[config.mk]
export PLATFORM = sky130hd
export DESIGN_NAME = axil_cmd_master
export DESIGN_NICKNAME = d
export VERILOG_FILES = /design/src/rtl/axil_mst_pkg.sv /design/src/rtl/axil_mst_watchdog.sv /design/src/rtl/axil_cmd_master.sv
export SDC_FILE = /design/constraint.sdc
export NUM_CORES = 1
export LEC_CHECK = 0
export CAP_MARGIN = 25
export CORE_UTILIZATION = 36
export DETAILED_ROUTE_END_ITERATION = 6
export PLACE_DENSITY = 0.67
export REMOVE_ABC_BUFFERS = 1
export SYNTH_ARGS = -nofsm -noshare
export SYNTH_HDL_FRONTEND = slang
export SYNTH_SLANG_ARGS = --single-unit
[constraint.sdc]
create_clock -name clk_main_a0 -period 6.2 [get_ports clk_main_a0]
set_input_delay 0.62 -clock clk_main_a0 [delete_from_list [all_inputs] [get_ports clk_main_a0]]
set_output_delay 0.62 -clock clk_main_a0 [all_outputs]
set_load 0.01 [all_outputs]
[src/rtl/axil_mst_pkg.sv]
// Shared types and constants for the AXI4-Lite command master.
package axil_mst_pkg;

    typedef enum logic [2:0] {
        ST_IDLE    = 3'd0,
        ST_WR      = 3'd1,
        ST_WR_RESP = 3'd2,
        ST_RD_ADDR = 3'd3,
        ST_RD_DATA = 3'd4,
        ST_RSP     = 3'd5
    } axil_mst_state_e;

    localparam logic [1:0]  RESP_OKAY     = 2'b00;
    localparam logic [1:0]  RESP_SLVERR   = 2'b10;
    localparam logic [1:0]  RESP_DECERR   = 2'b11;
    localparam logic [31:0] TIMEOUT_RDATA = 32'hDEAD_DEAD;

    function automatic logic [15:0] sat_inc16(input logic [15:0] v);
        return (v == 16'hFFFF) ? v : v + 16'd1;
    endfunction

endpackage

[src/rtl/axil_mst_watchdog.sv]
// Outstanding-transaction watchdog: counts enabled cycles, pulses expire on
// the last allowed cycle. Only instantiated when AXIL_MST_TIMEOUT_EN is set.
module axil_mst_watchdog #(
    parameter int unsigned TIMEOUT_CYCLES = 1024
) (
    input  logic clk_main_a0,
    input  logic rst_main,
    input  logic clear,
    input  logic enable,
    output logic expire
);
    localparam logic [15:0] LAST = 16'(TIMEOUT_CYCLES - 1);

    logic [15:0] count;

    always_ff @(posedge clk_main_a0 or posedge rst_main) begin
        if (rst_main) begin
            count <= '0;
        end else if (clear) begin
            count <= '0;
        end else if (enable && (count != LAST)) begin
            count <= count + 16'd1;
        end
    end

    assign expire = enable && (count == LAST);

endmodule

[src/rtl/axil_cmd_master.sv]
// Single-outstanding AXI4-Lite master driven by a command/response stream.
// Define AXIL_MST_TIMEOUT_EN to add the outstanding-transaction watchdog.
module axil_cmd_master
    import axil_mst_pkg::*;
#(
    parameter int unsigned TIMEOUT_CYCLES = 1024
) (
    input  logic            clk_main_a0,
    input  logic            rst_main,
    // Handshakes: a beat transfers on the rising edge where valid && ready;
    // a valid, once raised, holds with stable payload until that edge.
    input  logic            cmd_valid,
    output logic            cmd_ready,
    input  logic            cmd_write,
    input  logic [31:0]     cmd_addr,
    input  logic [31:0]     cmd_wdata,
    input  logic [3:0]      cmd_wstrb,
    output logic            rsp_valid,
    input  logic            rsp_ready,
    output logic            rsp_write,
    output logic [31:0]     rsp_rdata,
    output logic [1:0]      rsp_resp,
    output logic            rsp_timeout,
    output logic [31:0]     m_awaddr,
    output logic            m_awvalid,
    input  logic            m_awready,
    output logic [31:0]     m_wdata,
    output logic [3:0]      m_wstrb,
    output logic            m_wvalid,
    input  logic            m_wready,
    input  logic [1:0]      m_bresp,
    input  logic            m_bvalid,
    output logic            m_bready,
    output logic [31:0]     m_araddr,
    output logic            m_arvalid,
    input  logic            m_arready,
    input  logic [31:0]     m_rdata,
    input  logic [1:0]      m_rresp,
    input  logic            m_rvalid,
    output logic            m_rready,
    output logic [15:0]     err_cnt,
    output axil_mst_state_e dbg_state
);
    axil_mst_state_e state;
    logic            wd_expire;
    logic            enter_rsp;
    logic [1:0]      nxt_resp;
    logic [31:0]     nxt_rdata;
    logic            nxt_timeout;
    logic            aw_ok;
    logic            w_ok;

    assign dbg_state = state;

    // A dropped valid inside WR means that channel was already accepted.
    assign aw_ok = !m_awvalid || m_awready;
    assign w_ok  = !m_wvalid  || m_wready;

`ifdef AXIL_MST_TIMEOUT_EN
    axil_mst_watchdog #(
        .TIMEOUT_CYCLES(TIMEOUT_CYCLES)
    ) u_watchdog (
        .clk_main_a0(clk_main_a0),
        .rst_main   (rst_main),
        .clear      ((state == ST_IDLE) || (state == ST_RSP)),
        .enable     ((state != ST_IDLE) && (state != ST_RSP)),
        .expire     (wd_expire)
    );
`else
    // No watchdog: the legal range of TIMEOUT_CYCLES makes this constant 0.
    assign wd_expire = (TIMEOUT_CYCLES == 0);
`endif

    always_comb begin
        enter_rsp   = 1'b0;
        nxt_resp    = RESP_OKAY;
        nxt_rdata   = '0;
        nxt_timeout = 1'b0;
        if (wd_expire) begin
            enter_rsp   = 1'b1;
            nxt_resp    = RESP_SLVERR;
            nxt_rdata   = TIMEOUT_RDATA;
            nxt_timeout = 1'b1;
        end else if ((state == ST_WR_RESP) && m_bvalid) begin
            enter_rsp = 1'b1;
            nxt_resp  = m_bresp;
        end else if ((state == ST_RD_DATA) && m_rvalid) begin
            enter_rsp = 1'b1;
            nxt_resp  = m_rresp;
            nxt_rdata = m_rdata;
        end
    end

    always_ff @(posedge clk_main_a0 or posedge rst_main) begin
        if (rst_main) begin
            state       <= ST_IDLE;
            cmd_ready   <= 1'b0;
            rsp_valid   <= 1'b0;
            rsp_write   <= 1'b0;
            rsp_rdata   <= '0;
            rsp_resp    <= '0;
            rsp_timeout <= 1'b0;
            m_awaddr    <= '0;
            m_awvalid   <= 1'b0;
            m_wdata     <= '0;
            m_wstrb     <= '0;
            m_wvalid    <= 1'b0;
            m_bready    <= 1'b0;
            m_araddr    <= '0;
            m_arvalid   <= 1'b0;
            m_rready    <= 1'b0;
            err_cnt     <= '0;
        end else if (enter_rsp) begin
            // Normal completion or watchdog abort: every channel drops at once.
            m_awvalid   <= 1'b0;
            m_wvalid    <= 1'b0;
            m_arvalid   <= 1'b0;
            m_bready    <= 1'b0;
            m_rready    <= 1'b0;
            rsp_valid   <= 1'b1;
            rsp_write   <= (state == ST_WR) || (state == ST_WR_RESP);
            rsp_rdata   <= nxt_rdata;
            rsp_resp    <= nxt_resp;
            rsp_timeout <= nxt_timeout;
            if (nxt_timeout || (nxt_resp != RESP_OKAY)) begin
                err_cnt <= sat_inc16(err_cnt);
            end
            state <= ST_RSP;
        end else begin
            case (state)
                ST_IDLE: begin
                    if (cmd_ready && cmd_valid) begin
                        cmd_ready <= 1'b0;
                        if (cmd_write) begin
                            m_awaddr  <= cmd_addr;
                            m_wdata   <= cmd_wdata;
                            m_wstrb   <= cmd_wstrb;
                            m_awvalid <= 1'b1;
                            m_wvalid  <= 1'b1;
                            state     <= ST_WR;
                        end else begin
                            m_araddr  <= cmd_addr;
                            m_arvalid <= 1'b1;
                            state     <= ST_RD_ADDR;
                        end
                    end else begin
                        cmd_ready <= 1'b1;
                    end
                end
                ST_WR: begin
                    if (m_awvalid && m_awready) m_awvalid <= 1'b0;
                    if (m_wvalid && m_wready)   m_wvalid  <= 1'b0;
                    if (aw_ok && w_ok) begin
                        m_bready <= 1'b1;
                        state    <= ST_WR_RESP;
                    end
                end
                ST_RD_ADDR: begin
                    if (m_arready) begin
                        m_arvalid <= 1'b0;
                        m_rready  <= 1'b1;
                        state     <= ST_RD_DATA;
                    end
                end
                ST_RSP: begin
                    if (rsp_ready) begin
                        rsp_valid <= 1'b0;
                        cmd_ready <= 1'b1;
                        state     <= ST_IDLE;
                    end
                end
                default: state <= state;
            endcase
        end
    end

endmodule

# ---- Word level (Yosys, flattened, before mapping)
# Cells that the tools add are included.
dict set report op_classes {
  add_sub_neg 1
  n_mul 0
  div 0
  magnitude_cmp 0
  n_eq_ne 15
  shifts 0
  muxes 38
  n_bitwise 3
  n_reduce_logical 34
}
# operator count
set ops {}
lappend ops {{$mux W32} 2}
lappend ops {{$mux W1} 23}
lappend ops {{$reduce_and A4 Y1} 5}
lappend ops {{$add A16 B1 Y16 const B} 1}
lappend ops {{$eq A16 B16 Y1 const B} 1}
lappend ops {{$reduce_bool A2 Y1} 8}
lappend ops {{$mux W3} 5}
lappend ops {{$ne A3 B3 Y1 const B} 5}
lappend ops {{$pmux W3 S4} 1}
lappend ops {{$ne A3 B2 Y1 const B} 3}
lappend ops {{$pmux W1 S2} 4}
lappend ops {{$eq A3 B2 Y1 const B} 2}
lappend ops {{$eq A3 B3 Y1 const B} 2}
lappend ops {{$logic_and A1 B1 Y1} 6}
lappend ops {{$mux W2} 3}
lappend ops {{$reduce_and A2 Y1} 3}
lappend ops {{$reduce_and A3 Y1} 2}
lappend ops {{$reduce_bool A3 Y1} 2}
lappend ops {{$reduce_and A5 Y1} 1}
lappend ops {{$reduce_bool A5 Y1} 1}
lappend ops {{$eq A3 B1 Y1 const B} 1}
lappend ops {{$logic_not A3 Y1} 1}
lappend ops {{$logic_or A1 B1 Y1} 3}
lappend ops {{$not A1 Y1} 3}
lappend ops {{2 further kinds} 3}
dict set report totals {
  reg_bits 161
  latchBits 0
  ramBits 0
  mem_bits_ro 0
  output_inout_bits 162
  wordCells 107
  n_memories 0
}

# ---- Logic depth before layout (Yosys ltp)
# Gate-level depths: netlist (run 1).
dict set report depth {
  depth_word 6
  mapped_depth 7
}

# ---- Least setup slack after synthesis (run 1)
# No wires, ideal clock.
dict set report synth_path {
  path_type {reg2reg}
  startpoint {register state[1], in the netlist dbg_state[1]}
  endpoint {register m_araddr[0]}
  setup_time_ns 0.125
  arrival_time_ns 1.755
  slack_ns 4.320
  stages_incl_launch_ff 6
  n_path_buf 2
  period_less_slack_ns 1.880
  path_cell_list {dfrtp_1 > or3_1 > or3_1 > buf_2 > buf_6 > mux2_4}
}
dict set report synth_via {
  elab_chain_cells 6
  elab_cells_between_ends 9
  cone_classes {eq/ne: 2; mux: 2; bitwise: 1; reduce/logical: 4}
}
# element line
set synth_lines {}
lappend synth_lines {{from (decl)} axil_cmd_master.sv:44} ;# axil_mst_state_e state;
lappend synth_lines {{from (signal assigned)} axil_cmd_master.sv:172} ;# default: state <= state;
lappend synth_lines {{$eq A3 B3 Y1} axil_cmd_master.sv:87} ;# end else if ((state == ST_RD_DATA) && m_rvalid) begin
lappend synth_lines {{$logic_and A1 B1 Y1} axil_cmd_master.sv:87}
lappend synth_lines {{$mux W1} axil_cmd_master.sv:87}
lappend synth_lines {{$mux W1} axil_cmd_master.sv:84} ;# end else if ((state == ST_WR_RESP) && m_bvalid) begin
lappend synth_lines {{$not A1 Y1 (no line)} --}
lappend synth_lines {{$reduce_and A4 Y1 (no line) *} --}
lappend synth_lines {{to (signal assigned)} axil_cmd_master.sv:142} ;# m_araddr <= cmd_addr;
lappend synth_lines {{to (decl)} axil_cmd_master.sv:34} ;# output logic [31:0] m_araddr,
# Mark *: on every way between the ends. The rest lies on a longest branch, timed or not.
# A chain may end at the register's enable or synchronous reset.

# ---- Worst setup path in the final report (run 1)
dict set report layout_path {
  startpoint {register state[0], in the netlist dbg_state[0]}
  endpoint {register m_awaddr[13]}
}
dict set report layout_via {
  elab_chain_cells 6
  elab_cells_between_ends 9
  cone_classes {eq/ne: 2; mux: 2; bitwise: 1; reduce/logical: 4}
}
# element line
set layout_lines {}
lappend layout_lines {{$eq A3 B3 Y1} axil_cmd_master.sv:87}
lappend layout_lines {{$logic_and A1 B1 Y1} axil_cmd_master.sv:87}
lappend layout_lines {{$mux W1} axil_cmd_master.sv:87}
lappend layout_lines {{$mux W1} axil_cmd_master.sv:84}
lappend layout_lines {{$not A1 Y1 (no line)} --}
lappend layout_lines {{$reduce_and A4 Y1 (no line) *} --}
lappend layout_lines {{to (signal assigned)} axil_cmd_master.sv:135} ;# m_awaddr <= cmd_addr;
lappend layout_lines {{to (decl)} axil_cmd_master.sv:24} ;# output logic [31:0] m_awaddr,
# Marked as above.

==> results by group, run 1 <==
Worst setup path
  • Crit Reg-Reg Endpoint: m_awaddr[13]
  • Worst reg-to-reg path cell count: 4
  • CP max stage delay: approximately 0.68 ns
  • Critical Path Source: dbg_state[0]
  • Crit. path cell count: 4
  • Startpoint Class: register
  • WS Path Type: reg2reg
  • Worst Setup EP: m_awaddr[13]
  • Critical Path Fanout Max: between 40 and 50
  • Slowest cell on the critical path: nor2_4
  • Crit-path cells: or3_1 -> nor2_4 -> buf_4 -> mux2_2
  • WP buf/inv: 1
  • Worst Path Required: about 6.5 ns
  • CP Capture Type: register
  • Reg-to-reg startpoint: dbg_state[0]
  • CP arrival: approximately 3.3 ns
  • Top delay family on crit path: simple AND/OR/NAND/NOR gates
  • Internal reg-to-reg setup slack: ~3.2 ns

Routing
  • Routed Antenna Nets: 0
  • Top layer in use: met4
  • Vias post-DR: slightly above 5000
  • Routed wire length: 16780 µm
  • First-pass DRT Iterations: 4
  • Routed vias/inst: 4.900
  • Drt initial violations: 206
  • Met2 wire length: roughly 8000 µm
  • Wire per inst: approximately 16 µm
  • DRC Markers: 0
  • Met3 wire len: between 1500 and 2000 µm
  • Post-Route M1 WL: 6631 µm

Cells and area
  • Cell Count, Final, Fillers Out: about 1000
  • Synth-to-layout area growth: 54.31%
  • Fin util: 56.58%
  • Ratio of cells with drive above 1 in the final layout: between 10% and 20%
  • ANT cells: 0
  • Nets: 902

Power
  • Power Density: about 470 nW/µm²
  • Maximum vdd drop: 0.3062 mV
  • Pleak: around 4.4 nW

Global routing
  • GRT Overall Usage: approximately 18%
  • Vias in the first global route: a little over 5000
  • Grt ovf: 0
  • Initial antenna violation count: 0
  • First-pass GRT wire length: 26230 µm
  • Largest net degree at the start of global routing: ~120

Synth
  • Ranking of synthesized cells by area: dfrtp_1 (61%), mux2_2 (12%), mux2_4 (6.8%)
  • Top-count cell post-synth: dfrtp_1
  • Yosys top cell by area: dfrtp_1
  • Mapped Cells: just over 500
  • Synth cell count leaders: dfrtp_1 (161), nand2_1 (82), mux2_2 (70), a21oi_1 (38), mux2_4 (30)
  • Mapped Area: about 6600 µm²
  • Fraction of registers with async set/reset: 100.0%
  • EDFF count, synth: 0
  • Synth Register Bits: 161
  • Yosys warnings: 0
  • Yosys cell types: 42
  • Register area share after synthesis: between 60% and 70%
  • Average size of a mapped cell: around 13 µm²
  • Main synth FF type: dfrtp_1
  • Yosys top cell area share: 61.17%

STA
  • Crit share post-route: around half
  • Post-route setup slack: 3.171 ns
  • Worst relative slew slack: around 45%
  • Max-slew violations: 0
  • RSZ-0062 raised after global routing: no
  • Max Freq: between 300 and 400 MHz
  • Final hold vios: 0
  • Setup_tns: 0 ns
  • Tightest Pin Transition: 0.8156 ns
  • # setup viols final: 0
  • Skew final: slightly below 0.01 ns
  • Fin crit period: approximately 3.0 ns

Floorplan
  • Total die area: 18840 µm²
  • Row Count: 49
  • Die height: 137.3 µm
  • I/O pins: approximately 280
  • Die W: 137.3 µm
  • Initial core utilization: around 37%
  • Core area: approximately 18000 µm²

CTS
  • Post-CTS resize count: 0
  • Num CTS Buffers: 17
  • Hold_buf cts: 0
  • Clock latency on the worst-skew pair: 0.42 ns
  • CTS tree: yes
  • CTS HTree Levels: 4
  • Sink Count: 161
  • Maximum clock path buffer count: 2
  • Postcts setup bufs: 0
  • Clock-pin slew on the worst setup and hold paths: approximately 0.060 ns
  • Root Driver: clkbuf_16

Placement
  • Setup WS pre-CTS: roughly 3.0 ns
  • Placed cells: just under 1000
  • I/O Buffers: 274
  • Placer Congestion: about 0.76
  • Post-DP HPWL: 11810 µm

Hold path
  • Worst hold path class: reg2reg

Run status
  • Status: complete, no violations

Job
  • Max-cap violation count: 0
==> cell usage in the layout (no fill, tap or decap), drive strengths merged, types with 3 or more instances in the layout <==
cell             n
a21oi           38
nand2           82
buf              7
nand3            7
a21o             7
xnor2            6
dfrtp          161
xor2             8
inv              7
clkinv           3
o22ai            3
nand4            8
nor2            18
clkbuf          23
nand2b           3
clkdlybuf4s50  274
nor3             6
nor2b            3
mux2           102
o21ai            6
==> worst min-delay path by stage <==
stage	startpoint	endpoint	slack [ns]	cells past startpoint
3_3_place_gp	rsp_valid	rsp_valid	0.49	1
3_5_place_dp	rsp_valid	rsp_valid	0.49	1
4_1_cts	rsp_valid	rsp_valid	0.51	1
5_1_grt	m_araddr[31]	m_araddr[31]	0.51	1
6_report	rsp_valid	rsp_valid	0.49	1
2_1_floorplan	rsp_valid	rsp_valid	0.52	1
==> cell families after synthesis <==
group	share of synthesized area [%]
fa+ha+maj	0.1899
other cells	0.05694
buf+inv	2.603
flops	61.17
simple gates	9.651
compound gates	5.167
mux	19.30
xor+xnor	1.862
==> routing by layer <==
| metal | track usage (%) | vias to the layer above |
|---|---|---|
| li1 | - | 2304 |
| met1 | 21.20 | 2502 |
| met2 | 29.04 | 203 |
| met3 | 7.984 | 28 |
| met4 | 8.120 | 0 |
| met5 | 0 | - |
==> stage by stage <==
step,total power (W),hold WS (ns),area [µm²]
after floorplan,0.002622,0.5184,6437
after global placement,0.003713,0.4869,9535
after detailed placement,0.003772,0.4916,9535
after CTS,0.004833,0.5057,10120
after global routing,0.005069,0.5128,10160
final,0.004777,0.4949,10160
==> registers in the layout, indices dropped and copies added, names as in the netlist <==
register / cells
m_wdata: 32
m_awvalid: 1
m_wvalid: 1
m_arvalid: 1
rsp_write: 1
m_araddr: 32
m_wstrb: 4
m_rready: 1
rsp_rdata: 32
dbg_state: 3
rsp_valid: 1
m_awaddr: 32
rsp_resp: 2
err_cnt: 16
cmd_ready: 1
m_bready: 1
==> power breakdown <==
group	switching, W	internal, W
Sequential	0.000284	0.00148
Clock	0.000416	0.000624
Combinational	0.000742	0.00123
Total	0.00144	0.00334
==> cell type report <==
type                            instances  area [µm²]
Sequential cell                       161        4029
Timing Repair Buffer                  281        2828
Multi-Input combinational cell        320        2412
Inverter                                6       27.53
Clock inverter                          8       102.6
Fill cell                            1489        7800
Clock buffer                           23       478.0
Tap cell                              229       286.5
No activity file was read; power rests on OpenSTA's default activity.
==> run 2, diff against run 1 <==
- clock period: 6.2 -> 2.9 ns (I/O delays scaled with it)
==> run 2 against run 1 <==
  * Clock-buffer cell count down 4
  * Global-route usage decreased by 0.41 points
  * Critical path type unchanged
  * Final area grew 0.60%
==> results by group, run 2 (same netlist as run 1, synthesis figures left out) <==
Routing
  • DRC Markers: 0 (unchanged)
  • Routed Antenna Nets: 0 (unchanged)
  • Routed wire length: 16920 µm (was 16780 µm)
  • Drt initial violations: 169 (was 206)
  • Routed vias/inst: 4.821 (was 4.900)
  • Vias post-DR: 4980 (was 5037)
  • Wire per inst: 16.37 µm (was 16.32 µm)
  • First-pass DRT Iterations: 4 (unchanged)

Worst setup path
  • Top delay family on crit path: simple AND/OR/NAND/NOR gates (unchanged)
  • Startpoint Class: register (unchanged)
  • WS Path Type: reg2reg (unchanged)
  • Critical Path Fanout Max: 21 (was 44)
  • CP max stage delay: 0.39 ns (was 0.68 ns)
  • Worst Path Required: 3.24 ns (was 6.50 ns)
  • Slowest cell on the critical path: nor4_1 (was nor2_4)
  • CP Capture Type: register (unchanged)
  • WP buf/inv: 1 (unchanged)
  • Crit-path cells: buf_4 -> nand4bb_1 -> o22ai_1 -> nand2_1 -> nor4_1 -> xor2_1 (was or3_1 -> nor2_4 -> buf_4 -> mux2_2)
  • CP arrival: 2.50 ns (was 3.33 ns)

Power
  • Pleak: 4.464 nW (was 4.424 nW)
  • Maximum vdd drop: 0.4724 mV (was 0.3062 mV)
  • Total power: 0.01041 W (was 0.004777 W)
  • Clock power share: 23.0% (was 21.8%)
  • Power Density: 1018 nW/µm² (was 470.0 nW/µm²)
  • Logic gate share of total power: 41.7% (was 41.3%)
  • Cell-internal power: 0.007291 W (was 0.003335 W)
  • Sw Share: 29.96% (was 30.18%)
  • Seq pwr share: 35.4% (was 37.0%)
  • NetSw: 0.003118 W (was 0.001442 W)

Cells and area
  • Nets: 907 (was 902)
  • Synth-to-layout area growth: 55.24% (was 54.31%)
  • ANT cells: 0 (unchanged)
  • Commonest cells after routing, fill and taps aside: clkdlybuf4s50_1 (274), dfrtp_1 (161), nand2_1 (82), mux2_2 (70), a21oi_1 (38) (unchanged)
  • Ratio of cells with drive above 1 in the final layout: 18.53% (was 17.77%)
  • Cell Count, Final, Fillers Out: 1033 (was 1028)
  • FILL cells: 1497 (was 1489)
  • Most common cell after layout, fill and taps aside: clkdlybuf4s50_1 (unchanged)
  • Fin area: 10220 µm² (was 10160 µm²)
  • Fin util: 56.92% (was 56.58%)

Placement
  • Post-DP HPWL: 12130 µm (was 11810 µm)
  • Placer Congestion: 0.7865 (was 0.7643)
  • Placed cells: 1002 (was 995)
  • Placed inst area: 9600 µm² (was 9535 µm²)
  • Setup WS pre-CTS: 0.5935 ns (was 3.040 ns)
  • I/O Buffers: 274 (unchanged)

STA
  • Crit share post-route: 74.37% (was 48.86%)
  • Skew final: 0.004837 ns (was 0.009921 ns)
  • Final hold vios: 0 (unchanged)
  • Max Freq: 463.7 MHz (was 330.1 MHz)
  • Fin crit period: 2.157 ns (was 3.029 ns)
  • # setup viols final: 0 (unchanged)
  • RSZ-0062 raised after global routing: no (unchanged)
  • Worst relative slew slack: 57.33% (was 45.50%)
  • Post-route setup slack: 0.7433 ns (was 3.171 ns)
  • Tightest Pin Transition: 0.6400 ns (was 0.8156 ns)
  • Max-slew violations: 0 (unchanged)

Global routing
  • Grt peak-use layer: met2 (unchanged)
  • First-pass GRT wire length: 25740 µm (was 26230 µm)
  • GRT Overall Usage: 17.82% (was 18.23%)
  • Largest net degree at the start of global routing: 55 (was 117)
  • Met3 GRT Util: 6.954% (was 7.984%)
  • Grt ovf: 0 (unchanged)
  • Initial antenna violation count: 0 (unchanged)
  • Met1 usage: 21.01% (was 21.20%)
  • Grt met2 use: 29.74% (was 29.04%)
  • Vias in the first global route: 5000 (was 5147)

CTS
  • Num CTS Buffers: 17 (unchanged)
  • Postcts setup bufs: 0 (unchanged)
  • Sink Count: 161 (unchanged)
  • Hold_buf cts: 0 (unchanged)
  • Root Driver: clkbuf_16 (unchanged)
  • CTS HTree Levels: 4 (unchanged)
  • Clock-pin slew on the worst setup and hold paths: 0.07 ns (was 0.06 ns)
  • CTS tree: yes (unchanged)
  • Maximum clock path buffer count: 2 (unchanged)
  • Post-CTS resize count: 0 (unchanged)
  • Clock latency on the worst-skew pair: 0.42 ns (about the same)

Floorplan
  • I/O pins: 276 (unchanged)
  • Initial core utilization: 36.67% (unchanged)
  • Total die area: 18840 µm² (unchanged)
  • Die W: 137.3 µm (unchanged)
  • Die height: 137.3 µm (unchanged)
  • Core area: 17960 µm² (unchanged)
  • Row Count: 49 (unchanged)

Job
  • Max-cap violation count: 0 (unchanged)

Hold path
  • Worst hold path class: in2async (was reg2reg)

Run status
  • Status: complete, no violations (unchanged)
[run 2: changes by cell type in the layout (fill, tap and decap cells not counted), sizes merged]
cell and delta:
buf +5, clkbuf -4, bufinv +2, clkinv +1, inv +2, clkinvlp -1
[run 2: cell type report]
| type | instances | area [µm²] | share of cell area, % |
|---|---|---|---|
| Sequential cell | 161 | 4029 | 39.40 |
| Inverter | 6 | 27.53 | 0.2692 |
| Clock buffer | 19 | 442.9 | 4.332 |
| Timing Repair Buffer | 286 | 2845 | 27.83 |
| Multi-Input combinational cell | 320 | 2412 | 23.59 |
| Clock inverter | 12 | 181.4 | 1.774 |
| Tap cell | 229 | 286.5 | 2.802 |
[run 2: power groups by stage]
stage	logic, W	clock network, W	registers (W)
CTS	0.00440	0.00245	0.00369
finish	0.00434	0.00239	0.00368
global placement	0.00430	0	0.00367
floorplan	0.00144	0	0.00416
global route	0.00466	0.00254	0.00380
detailed placement	0.00437	0	0.00372
[run 2: per-stage QoR]
step           setup TNS [ns]  hold slack [ns]
4_1_cts                     0           0.2747
3_5_place_dp                0           0.4774
2_1_floorplan         -424.24           0.4207
3_3_place_gp                0           0.4678
6_report                    0           0.2605
5_1_grt                     0           0.3010
[run 2: per-layer routing]
| metal | wire length, µm | vias to the layer above | part of all wire, % |
|---|---|---|---|
| li1 | - | 2320 | - |
| met1 | 6793 | 2433 | 40 |
| met2 | 8259 | 211 | 49 |
| met3 | 1664 | 16 | 9.8 |
| met4 | 197 | 0 | 1.2 |
| met5 | 0 | - | 0 |
[run 2: worst paths after layout]
kind | cells after the start | end | slack [ns] | start
worst min-delay path | 2 | m_awaddr[17] | 0.26 | rst_main
min in group clk_main_a0 | 3 | rsp_rdata[3] | 0.41 | m_rdata[3]
worst max-delay path | 6 | err_cnt[15] | 0.74 | dbg_state[0]
worst max register to register | 6 | err_cnt[15] | 0.74 | dbg_state[0]
worst min register to register | 1 | rsp_valid | 0.48 | rsp_valid
max in group asynchronous | 3 | m_awaddr[19] | 1.85 | rst_main
[run 2: worst reg2reg max path, cell delays in order, from the launching register on]
cell and delay (ns):
dfrtp_1 0.37, buf_4 0.21, nand4bb_1 0.33, o22ai_1 0.31, nand2_1 0.28, nor4_1 0.39, xor2_1 0.18
==> run 3, diff against run 2 <==
- PLACE_DENSITY: 0.67 -> 0.7
- clock period: 2.9 -> 1.8 ns (I/O delays scaled with it)
==> run 3 against run 2 <==
  * Final cell count increased by 4.9%
  * Largest power group unchanged
  * The run now ends with setup timing left
  * Non-clock buffer count rose by 50
  * Die area did not move
  * Setup slack got worse by 0.83 ns
  * Maximum frequency up 14%
  * Register-to-register slack lost 0.83 ns
==> results by group, run 3 (same netlist as run 1, synthesis figures left out) <==
STA
  • Final hold vios: 0 (unchanged)
  • Crit share post-route: 104.8% (was 74.37%)
  • Max-slew violations: 0 (unchanged)
  • Setup_tns: -5.161 ns (was 0 ns)
  • Post-route setup slack: -0.08573 ns (was 0.7433 ns)
  • RSZ-0062 raised after global routing: yes (was no)
  • Fin crit period: 1.886 ns (was 2.157 ns)
  • Max Freq: 530.3 MHz (was 463.7 MHz)
  • Fin Hold WS: 0.1338 ns (was 0.2605 ns)
  • Skew final: 0.007171 ns (was 0.004837 ns)
  • # setup viols final: 103 (was 0)

Routing
  • Routed vias/inst: 4.871 (was 4.821)
  • Top layer in use: met4 (unchanged)
  • Vias post-DR: 5280 (was 4980)
  • First-pass DRT Iterations: 4 (unchanged)
  • Drt initial violations: 231 (was 169)
  • Wire per inst: 18.94 µm (was 16.37 µm)
  • DRC Markers: 0 (unchanged)
  • Routed Antenna Nets: 0 (unchanged)
  • Routed wire length: 20530 µm (was 16920 µm)
  • Met2 wire length: 10500 µm (was 8259 µm)
  • Met3 wire len: 1131 µm (was 1664 µm)
  • Post-Route M1 WL: 8387 µm (was 6793 µm)

Placement
  • Placer Congestion: 0.8540 (was 0.7865)
  • I/O Buffers: 274 (unchanged)
  • Post-DP HPWL: 13010 µm (was 12130 µm)
  • Placed cells: 1031 (was 1002)

Job
  • Max-cap violation count: 0 (unchanged)

Run status
  • Failing checks: setup timing
  • Status: finished with violations (was complete, no violations)

Power
  • Power Density: 1583 nW/µm² (was 1018 nW/µm²)
  • Maximum vdd drop: 0.8235 mV (was 0.4724 mV)
  • Pleak: 5.014 nW (was 4.464 nW)
  • Total power: 0.01775 W (was 0.01041 W)

Global routing
  • First-pass GRT wire length: 28770 µm (was 25740 µm)
  • GRT Overall Usage: 20.49% (was 17.82%)
  • Vias in the first global route: 5368 (was 5000)
  • Largest net degree at the start of global routing: 55 (unchanged)
  • Initial antenna violation count: 0 (unchanged)
  • Grt ovf: 0 (unchanged)

Worst setup path
  • Worst reg-to-reg path cell count: 7 (was 6)
  • Crit. path cell count: 7 (was 6)
  • WS Path Type: reg2reg (unchanged)
  • Startpoint Class: register (unchanged)
  • CP max stage delay: 0.40 ns (was 0.39 ns)
  • Critical Path Fanout Max: 21 (unchanged)
  • CP Capture Type: register (unchanged)
  • Slowest cell on the critical path: dfrtp_1 (was nor4_1)
  • Internal reg-to-reg setup slack: -0.09 ns (was 0.74 ns)
  • Worst Path Required: 2.10 ns (was 3.24 ns)
  • WP buf/inv: 2 (was 1)
  • Top delay family on crit path: simple AND/OR/NAND/NOR gates (unchanged)
  • Crit-path cells: buf_8 -> nand4bb_4 -> o22ai_2 -> buf_4 -> nand4_1 -> nor2_1 -> mux2_1 (was buf_4 -> nand4bb_1 -> o22ai_1 -> nand2_1 -> nor4_1 -> xor2_1)
  • Crit Reg-Reg Endpoint: err_cnt[14] (was err_cnt[15])
  • Reg-to-reg startpoint: dbg_state[0] (unchanged)
  • CP arrival: 2.19 ns (was 2.50 ns)

Cells and area
  • Cell Count, Final, Fillers Out: 1084 (was 1033)
  • Fin util: 62.40% (was 56.92%)
  • ANT cells: 0 (unchanged)
  • FILL cells: 1374 (was 1497)
  • Synth-to-layout area growth: 70.19% (was 55.24%)
  • Most common cell after layout, fill and taps aside: clkdlybuf4s50_1 (unchanged)
  • Nets: 957 (was 907)
  • Ratio of cells with drive above 1 in the final layout: 25.38% (was 18.53%)
  • Commonest cells after routing, fill and taps aside: clkdlybuf4s50_1 (273), dfrtp_1 (161), mux2_4 (85), nand2_1 (81), buf_4 (39) (was clkdlybuf4s50_1 (274), dfrtp_1 (161), nand2_1 (82), mux2_2 (70), a21oi_1 (38))

Floorplan
  • Die W: 137.3 µm (unchanged)
  • Initial core utilization: 36.67% (unchanged)
  • Die height: 137.3 µm (unchanged)
  • Total die area: 18840 µm² (unchanged)
  • Core area: 17960 µm² (unchanged)
  • Row Count: 49 (unchanged)
  • I/O pins: 276 (unchanged)

CTS
  • Clock-pin slew on the worst setup and hold paths: 0.07 ns (about the same)
  • Clock latency on the worst-skew pair: 0.42 ns (about the same)
  • Root Driver: clkbuf_16 (unchanged)
  • Num CTS Buffers: 17 (unchanged)
  • Maximum clock path buffer count: 2 (unchanged)
  • CTS HTree Levels: 4 (unchanged)
  • Hold_buf cts: 0 (unchanged)
  • Sink Count: 161 (unchanged)
  • CTS tree: yes (unchanged)

Hold path
  • Worst hold path class: in2async (unchanged)
## run 3: cell count changes in the layout (fill, tap and decap cells not counted), sizes merged
cell / before / now
buf: 12 / 58
clkbuf: 19 / 22
dlymetal6s2s: 0 / 1
clkinvlp: 1 / 4
clkdlybuf4s50: 274 / 273
inv: 9 / 12
clkinv: 4 / 3
bufinv: 4 / 1
## run 3: repair_timing
item	4_1_cts	5_1_grt
setup endpoints to repair	106	117
pin swaps	4	3
gates resized for setup	34	58
cloned	6	5
buffers inserted	6	4
## run 3: how the worst max path moves through the flow
| stage | startpoint | end | slack [ns] |
|---|---|---|---|
| floorplan | dbg_state[0] | m_awaddr[0] | -2.76 |
| global placement | dbg_state[0] | m_araddr[21] | -0.1 |
| detailed placement | dbg_state[0] | m_araddr[18] | -0.12 |
| CTS | dbg_state[0] | err_cnt[14] | -0.07 |
| global route | dbg_state[0] | err_cnt[14] | -0.15 |
| finish | dbg_state[0] | err_cnt[14] | -0.09 |
## run 3: power by group
group | total (W) | switching (W) | internal (W)
sequential | 0.00599 | 0.000884 | 0.00511
clock | 0.00354 | 0.00159 | 0.00195
combinational | 0.00821 | 0.00306 | 0.00515
## run 3: cell type report
type	count	area (µm²)	area share [%]
clock buffer	18	429.2	3.829
inverter	6	27.53	0.2456
sequential	161	4029	35.94
tap	229	286.5	2.556
timing repair buffer	336	3542	31.60
clock inverter	14	148.9	1.328
multi-input combinational	320	2746	24.50
## run 3: layer usage
metal  global-route usage [%]  up-vias
li1                         -     2428
met1                    24.88     2627
met2                    35.07      188
met3                    4.489       37
met4                    8.547        0
met5                        0        -
## run 3: worst reg2reg max path, cell delays in order (launching register included)
cell,delay (ns)
dfrtp_1,0.40
buf_8,0.17
nand4bb_4,0.21
o22ai_2,0.17
buf_4,0.16
nand4_1,0.15
nor2_1,0.16
mux2_1,0.33
## run 3: stage by stage
step | area [µm²] | setup slack (ns)
global placement | 9893 | -0.09801
global route | 11210 | -0.1493
CTS | 10810 | -0.07117
finish | 11210 | -0.08573
floorplan | 6437 | -2.757
detailed placement | 9893 | -0.1169
